===== src/rtl/alu_arbiter.sv =====
// Two-requester round-robin front end for one shared ALU.
// Optional macro ALU_DIVZERO_TRAP_EN: trap DIV/MOD by zero without using the ALU.
module alu_arbiter #(
    parameter int unsigned MULTI_LAT = 3
) (
    input  logic        Clock,
    input  logic        Reset,
    input  logic        Req_0,
    input  logic        Req_1,
    input  logic [4:0]  Op_0,
    input  logic [4:0]  Op_1,
    input  logic [31:0] A_0,
    input  logic [31:0] A_1,
    input  logic [31:0] B_0,
    input  logic [31:0] B_1,
    output logic        Ack_0,
    output logic        Ack_1,
    output logic [31:0] Res_0,
    output logic [31:0] Res_1,
    output logic        True_0,
    output logic        True_1,
    output logic        Err_0,
    output logic        Err_1,
    output logic [4:0]  ALU_Op,
    output logic [31:0] ALU_Data_1,
    output logic [31:0] ALU_Data_2,
    input  logic [31:0] ALU_Result,
    input  logic        ALU_True,
    output logic        Busy,
    output logic        Grant
);

    typedef enum logic [1:0] {
        IDLE = 2'd0,
        EXEC = 2'd1,
        RESP = 2'd2
    } state_t;

    localparam logic [4:0] OP_NOP = 5'd17;
    localparam logic [4:0] OP_MUL = 5'd2;
    localparam logic [4:0] OP_DIV = 5'd3;
    localparam logic [4:0] OP_MOD = 5'd4;
    localparam logic [3:0] LAT_M1 = 4'(MULTI_LAT - 1);

    state_t      state;
    state_t      state_nx;
    logic        last;
    logic [3:0]  cnt;
    logic [4:0]  op_q;
    logic [31:0] a_q;
    logic [31:0] b_q;

    logic        gnt_v;
    logic        gnt_idx;
    logic [4:0]  sel_op;
    logic [31:0] sel_a;
    logic [31:0] sel_b;
    logic        sel_multi;
    logic        trap;
    logic        done;

    // Ties go to the requester that was not served last.
    always_comb begin
        gnt_v   = (state == IDLE) && (Req_0 || Req_1);
        gnt_idx = (Req_0 && Req_1) ? ~last : Req_1;
        sel_op  = gnt_idx ? Op_1 : Op_0;
        sel_a   = gnt_idx ? A_1 : A_0;
        sel_b   = gnt_idx ? B_1 : B_0;
        sel_multi = (sel_op == OP_MUL) || (sel_op == OP_DIV) ||
                    (sel_op == OP_MOD);
        done    = (state == EXEC) && (cnt == 4'd0);
    end

`ifdef ALU_DIVZERO_TRAP_EN
    always_comb begin
        trap = gnt_v && ((sel_op == OP_DIV) || (sel_op == OP_MOD)) &&
               (sel_b == 32'd0);
    end
`else
    always_comb begin
        trap = 1'b0;
    end
`endif

    always_ff @(posedge Clock) begin
        if (Reset) begin
            state <= IDLE;
        end else begin
            state <= state_nx;
        end
    end

    always_comb begin
        state_nx = state;
        unique case (state)
            IDLE: begin
                if (gnt_v) begin
                    state_nx = trap ? RESP : EXEC;
                end
            end
            EXEC: begin
                if (cnt == 4'd0) begin
                    state_nx = RESP;
                end
            end
            RESP: state_nx = IDLE;
            default: state_nx = IDLE;
        endcase
    end

    always_ff @(posedge Clock) begin
        if (Reset) begin
            last  <= 1'b1;
            Grant <= 1'b0;
            cnt   <= 4'd0;
            op_q  <= OP_NOP;
            a_q   <= 32'd0;
            b_q   <= 32'd0;
        end else begin
            if (gnt_v) begin
                last  <= gnt_idx;
                Grant <= gnt_idx;
                op_q  <= sel_op;
                a_q   <= sel_a;
                b_q   <= sel_b;
                cnt   <= sel_multi ? LAT_M1 : 4'd0;
            end else if ((state == EXEC) && (cnt != 4'd0)) begin
                cnt <= cnt - 4'd1;
            end
        end
    end

    always_ff @(posedge Clock) begin
        if (Reset) begin
            Res_0  <= 32'd0;
            Res_1  <= 32'd0;
            True_0 <= 1'b0;
            True_1 <= 1'b0;
        end else if (done) begin
            if (Grant) begin
                Res_1  <= ALU_Result;
                True_1 <= ALU_True;
            end else begin
                Res_0  <= ALU_Result;
                True_0 <= ALU_True;
            end
        end else if (trap) begin
            if (gnt_idx) begin
                Res_1  <= 32'd0;
                True_1 <= 1'b0;
            end else begin
                Res_0  <= 32'd0;
                True_0 <= 1'b0;
            end
        end
    end

`ifdef ALU_DIVZERO_TRAP_EN
    // Err is sticky per requester until its next normal completion.
    always_ff @(posedge Clock) begin
        if (Reset) begin
            Err_0 <= 1'b0;
            Err_1 <= 1'b0;
        end else if (done) begin
            if (Grant) begin
                Err_1 <= 1'b0;
            end else begin
                Err_0 <= 1'b0;
            end
        end else if (trap) begin
            if (gnt_idx) begin
                Err_1 <= 1'b1;
            end else begin
                Err_0 <= 1'b1;
            end
        end
    end
`else
    always_comb begin
        Err_0 = 1'b0;
        Err_1 = 1'b0;
    end
`endif

    always_comb begin
        Busy       = (state != IDLE);
        Ack_0      = (state == RESP) && !Grant;
        Ack_1      = (state == RESP) && Grant;
        ALU_Op     = OP_NOP;
        ALU_Data_1 = 32'd0;
        ALU_Data_2 = 32'd0;
        if (state == EXEC) begin
            ALU_Op     = op_q;
            ALU_Data_1 = a_q;
            ALU_Data_2 = b_q;
        end
    end

endmodule

===== config.mk =====
export PLATFORM = sky130hd
export DESIGN_NAME = alu_arbiter
export DESIGN_NICKNAME = d
export VERILOG_FILES = /design/src/rtl/alu_arbiter.sv
export SDC_FILE = /design/constraint.sdc
export NUM_CORES = 1
export LEC_CHECK = 0
export ABC_AREA = 1
export CAP_MARGIN = 20
export CORE_MARGIN = 2
export CORE_UTILIZATION = 44
export DETAILED_ROUTE_END_ITERATION = 8
export MAX_ROUTING_LAYER = met4
export PLACE_DENSITY = 0.86
export SETUP_SLACK_MARGIN = 0.5
export SLEW_MARGIN = 20
export SYNTH_ARGS = -nofsm -noshare
export SYNTH_HDL_FRONTEND = slang
export SYNTH_SLANG_ARGS = --single-unit

===== constraint.sdc =====
create_clock -name Clock -period 2.58 [get_ports Clock]
set_input_delay 0.774 -clock Clock [delete_from_list [all_inputs] [get_ports Clock]]
set_output_delay 0.774 -clock Clock [all_outputs]
set_load 0.005 [all_outputs]

# ---- After elaboration in Yosys (flattened, before gate mapping)
# Cells that the tools add are included.
dict set report totals {
  register_bits 143
  inputBits 175
  out_inout_bits 141
  elab_cells 52
}
dict set report classes {
  add_sub_neg 1
  n_eq_ne 7
  mux 13
  bitwise 2
  reduce_logical 18
}
# op count
set op_table {}
lappend op_table {{two-way mux 32 bit} 4}
lappend op_table {{== test 5 x 2 -> 1 bit, second input constant} 2}
lappend op_table {{two-way mux 5 bit} 2}
lappend op_table {{two-way mux 4 bit} 2}
lappend op_table {{logical AND 1 bit} 6}
lappend op_table {{two-way mux 2 bit} 3}
lappend op_table {{AND reduction 2 bit} 3}
lappend op_table {{== test 5 x 3 -> 1 bit, second input constant} 1}
lappend op_table {{zero test 4 bit} 1}
lappend op_table {{case mux 2 bit (2 select lines)} 1}
lappend op_table {{nonzero test 2 bit} 2}
lappend op_table {{nonzero test 4 bit} 1}
lappend op_table {{subtractor 4 x 1 -> 4 bit, second input constant} 1}
lappend op_table {{logical OR 1 bit} 3}
lappend op_table {{== test 2 x 1 -> 1 bit, second input constant} 1}
lappend op_table {{== test 2 bit, second input constant} 1}
lappend op_table {{zero test 2 bit} 1}
lappend op_table {{inequality test 2 x 1 -> 1 bit, second input constant} 1}
lappend op_table {{inequality test 2 bit, second input constant} 1}
lappend op_table {{inverter 1 bit} 2}
lappend op_table {{zero test 1 bit} 1}
lappend op_table {{two-way mux 1 bit} 1}

# ---- Logic depth before layout (Yosys ltp)
dict set report logic_depth {
  ltp_word 8
  ltp_mapped 9
  ltp_nobuf 8
}

# ---- Worst setup path before layout
# Ideal clock, no wire load.
dict set report synth_timing {
  path_type {flip-flop to output port}
  startpoint {register state[0]}
  endpoint {output port ALU_Data_1[0]}
  arrival_ps 1053
  required_ps 1806
  slack_ps 753
  path_stages_with_launch 7
  path_buffers 2
  path_cell_list {dfxtp_1 -> inv_2 -> nor2_4 -> inv_2 -> buf_2 -> buf_1 -> nor2_1}
}
dict set report synth_between {
  elab_chain_len 2
}
# item line_no
set synth_lines {}
lappend synth_lines {{start: declaration} 45} ;# state_t state;
lappend synth_lines {{start signal: assignment} 89} ;# state <= state_nx;
lappend synth_lines {{== test 2 x 1 -> 1 bit} 192} ;# if (state == EXEC) begin
lappend synth_lines {{two-way mux 32 bit} 192}
lappend synth_lines {{end: declaration} 25} ;# output logic [31:0] ALU_Data_1,
# No other way between the ends.

# ---- Worst setup path in the final report
dict set report layout_timing {
  startpoint {register state[1]}
  endpoint {output port ALU_Data_2[7]}
}
dict set report layout_between {
  elab_chain_len 2
}
# item line_no
set layout_lines {}
lappend layout_lines {{== test 2 x 1 -> 1 bit} 192}
lappend layout_lines {{two-way mux 32 bit} 192}
lappend layout_lines {{end: declaration} 26} ;# output logic [31:0] ALU_Data_2,
# No other way between the ends.

==> impl_metrics.csv <==
group,metric,value,unit
drt,drt_iter0_drc,345,
finish,leading_cell_type_in_the_layout_fill_and_taps_excluded,"clkdlybuf4s50_1",
critical_path,worstPathRequired,1810,ps
floorplan,design.die.area,0.0158,sq mm
synthesis,synth.largest_area_cell,"dfxtp_1",
floorplan,fp.dieH,126,um
clock_network,clock_path_buffers,2,
pwr,power_leakage,4.42,nW
sta,setup_viol,0,
clock_network,cts-buffers-inserted,17,
grt,grt.met2_usage,49.0,%
sta,final.min_clock_period,2310,ps
hold_path,worst_hold_stages,2,
drt,average_wire_per_cell_in_the_routed_design,16.9,um
grt,first_global_vias,6571,
finish,mostFrequentLayoutCells,"227 x clkdlybuf4s50_1, 144 x inv_1, 137 x dfxtp_1",
placement,place_congestion,0.861,
synthesis,synth_adder_area_share,0.192,%
synthesis,synthCells,812,
finish,net_count_reported_at_finish,1307,
critical_path,critical_path.startpoint_type,"flop",
clock_network,holdBufCountCts,0,
grt,grt.met3_usage,7.69,%
sta,finalHoldViolCount,0,
synthesis,largest_family_of_logic_cells_by_synthesized_area,"compound AO/OA/AOI/OAI gates",
clock_network,cts.sinks,143,
sta,fin_tns_setup,0,ps
floorplan,design.portCount,316,
critical_path,critical-path-max-stage-delay,340,ps
critical_path,cp-end-kind,"primary output",
drt,drt_drc_violations_left,0,
drt,postRouteAntennaNets,0,
critical_path,r2r_cells,8,
synthesis,synth_top_area_share,43.8,%
status,outcome,"complete, no violations",
finish,final.fill_count,1041,
floorplan,start_util,44.9,%
hold_path,min_delay_worst_endpoint,"Res_0[9]",
placement,place_hpwl,14.7,mm
floorplan,die-width,126,um
critical_path,critical_path.reg2reg.endpoint,"Res_0[11]",
synthesis,synthDistinctLibCells,32,
critical_path,worst-r2r-setup-slack,780,ps
critical_path,type_of_the_worst_setup_path,"flop to primary output",
synthesis,synth.cell_area,0.00653,sq mm
hold_path,hold_class,"flop to flop",
placement,post-place-cells,1270,
synthesis,synth-seq-area-share,43.8,%
synthesis,post_synth_mux_area_share,0.153,%
synthesis,synth_area_per_cell,8.04,sq um
synthesis,synthTopCellsByArea,"dfxtp_1 44%, o22ai_2 9.2%, inv_1 8.3%",
clock_network,clock_insertion_delay_worst_skew,420,ps
synthesis,synth_simple_gate_area_share,11.6,%
drt,drt-total-wl,22.4,mm
sta,unrepaired_setup_endpoints_after_global_routing,"yes",
critical_path,reg2reg_from,"cnt[0]",
drt,routed-via-count,6658,
floorplan,core_region_area,0.0145,sq mm
finish,layout-drive-gt1-share,27.4,%
drt,drt_pre_antenna_iters,4,
flow_run,maxCapViolCount,0,
critical_path,worstPathMaxFanout,8,
sta,max_freq,0.432,GHz
sta,worst_clock_skew,7.11,ps
grt,grt_max_degree,54,
finish,stdcell_count,1328,
grt,grt_antenna_before_repair,1,
clock_network,tritoncts,"yes",
grt,global_route.peak_usage_layer,"met2",
finish,areaGrowthSynthToFinish,65.4,%
drt,detail_route.vias_per_cell,5.01,
synthesis,ys_ff_latch,143,
grt,gr-usage-met1,30.8,%
synthesis,ys_warn_count,0,
critical_path,crit_path_cell_trace,"nor2_4 > inv_6 > buf_8 > buf_16 > nor2_1 > buf_2",
grt,gr-usage-all-layers,28.5,%
sta,layout_worst_path_cycle_share,89.7,%
hold_path,min_from,"Res_0[9]",
critical_path,timing.critical_path.arrival,1540,ps
clock_network,clock_tree.root_cell,"clkbuf_16",
synthesis,synth_xor_xnor_area_share,0,%
clock_network,count_of_h_tree_levels_built_during_cts,4,
pwr,power_density,711,mW/mm^2
finish,final_core_area_utilization,74.3,%
critical_path,critPathSlowestCell,"dfxtp_1",
critical_path,setup.worst_path.start,"state[1]",
synthesis,synth_compound_gate_area_share,29.6,%
clock_network,worst_setup_hold_path_clk_slew,60,ps
grt,globalRoute.totalOverflow,0,
sta,finalMaxSlewViolations,0,
pwr,maximum_resistive_drop_on_vdd,0.552,mV
placement,port-buffer-count,313,
floorplan,row_count,44,
grt,global_route_wire_length_before_repair,34.3,mm
registers in the layout, summed over array words and instances, names as in the netlist:
name and cells:
a_q 32, op_q 5, Res_0 32, b_q 32
Res_1 32, True_0 1, last 1, Grant 1
True_1 1, state 2, cnt 4
per-stage QoR:
stage / power, mW / hold WS, ps / worst slack [ps] / cell area (sq um)
6_report: 7.68 / 440 / 267 / 10800
5_1_grt: 8.02 / 458 / 185 / 10800
4_1_cts: 7.69 / 442 / 260 / 10700
3_5_place_dp: 4.64 / 434 / 169 / 9750
3_3_place_gp: 4.60 / 429 / 225 / 9750
2_1_floorplan: 3.73 / 429 / 753 / 6540
power breakdown:
| part | internal (mW) | switching, mW | leakage [nW] | total, mW |
|---|---|---|---|---|
| Sequential | 2.52 | 0.117 | 1.18 | 2.64 |
| Combinational | 1.16 | 1.19 | 2.93 | 2.35 |
| Clock | 1.76 | 0.934 | 0.320 | 2.69 |
cell families after synthesis:
logic type / Yosys count
AO/OA/AOI/OAI: 272
adder cells (fa/ha/maj): 1
buffers and inverters: 212
flip-flops: 143
multiplexers: 1
other: 1
AND/OR/NAND/NOR: 182
how the worst max path moves through the flow:
stage,to,slack (ps),cells after the start
after floorplan,ALU_Data_1[0],750,6
after global placement,a_q[5],230,6
after detailed placement,a_q[3],170,6
after CTS,ALU_Data_1[0],260,7
after global routing,ALU_Data_2[7],190,7
final,ALU_Data_2[7],270,6
area by class of cell:
cell class | instances | area [sq um] | share of cell area (%)
sequential | 143 | 2870 | 26.6
clock inverter | 11 | 188 | 1.74
antenna | 1 | 2.50 | 0.0232
inverter | 154 | 584 | 5.41
tap | 184 | 230 | 2.13
timing repair buffer | 357 | 3460 | 32.0
clock buffer | 20 | 457 | 4.23
multi-input combinational | 458 | 3010 | 27.8
worst max-delay path: cells and delay by family, from the launching register on:
kind	cells	cell delay (ps)
buffers and inverters	4	530
flip-flops	1	340
AND/OR/NAND/NOR	2	250
Yosys cell counts (all sizes together):
| master | instances |
|---|---|
| buf | 43 |
| o22ai | 66 |
| nand3b | 1 |
| o211a | 1 |
| dfxtp | 143 |
| nand2 | 26 |
| nand3 | 10 |
| inv | 153 |
| conb | 1 |
| nor2 | 140 |
| clkbuf | 15 |
| a21oi | 70 |
| mux2i | 1 |
| nor3 | 4 |
| clkinv | 1 |
| o21ai | 134 |
| ha | 1 |
| or2 | 1 |
| a22oi | 1 |
what timing repair did:
item | 4_1_cts | 5_1_grt
setup endpoints to repair | 76 | 88
pin swaps | 6 | 2
gates cloned | 8 | 0
gates resized for setup | 387 | 28
buffers inserted | 16 | 2
per-layer routing:
metal	up-vias	share of wire [%]	wire, um
met5	-	0	0
met4	0	4.3	960
met3	57	7.7	1730
met2	307	50	11300
met1	3048	38	8400
li1	3246	-	-
Power figures use the tool's default switching activity.
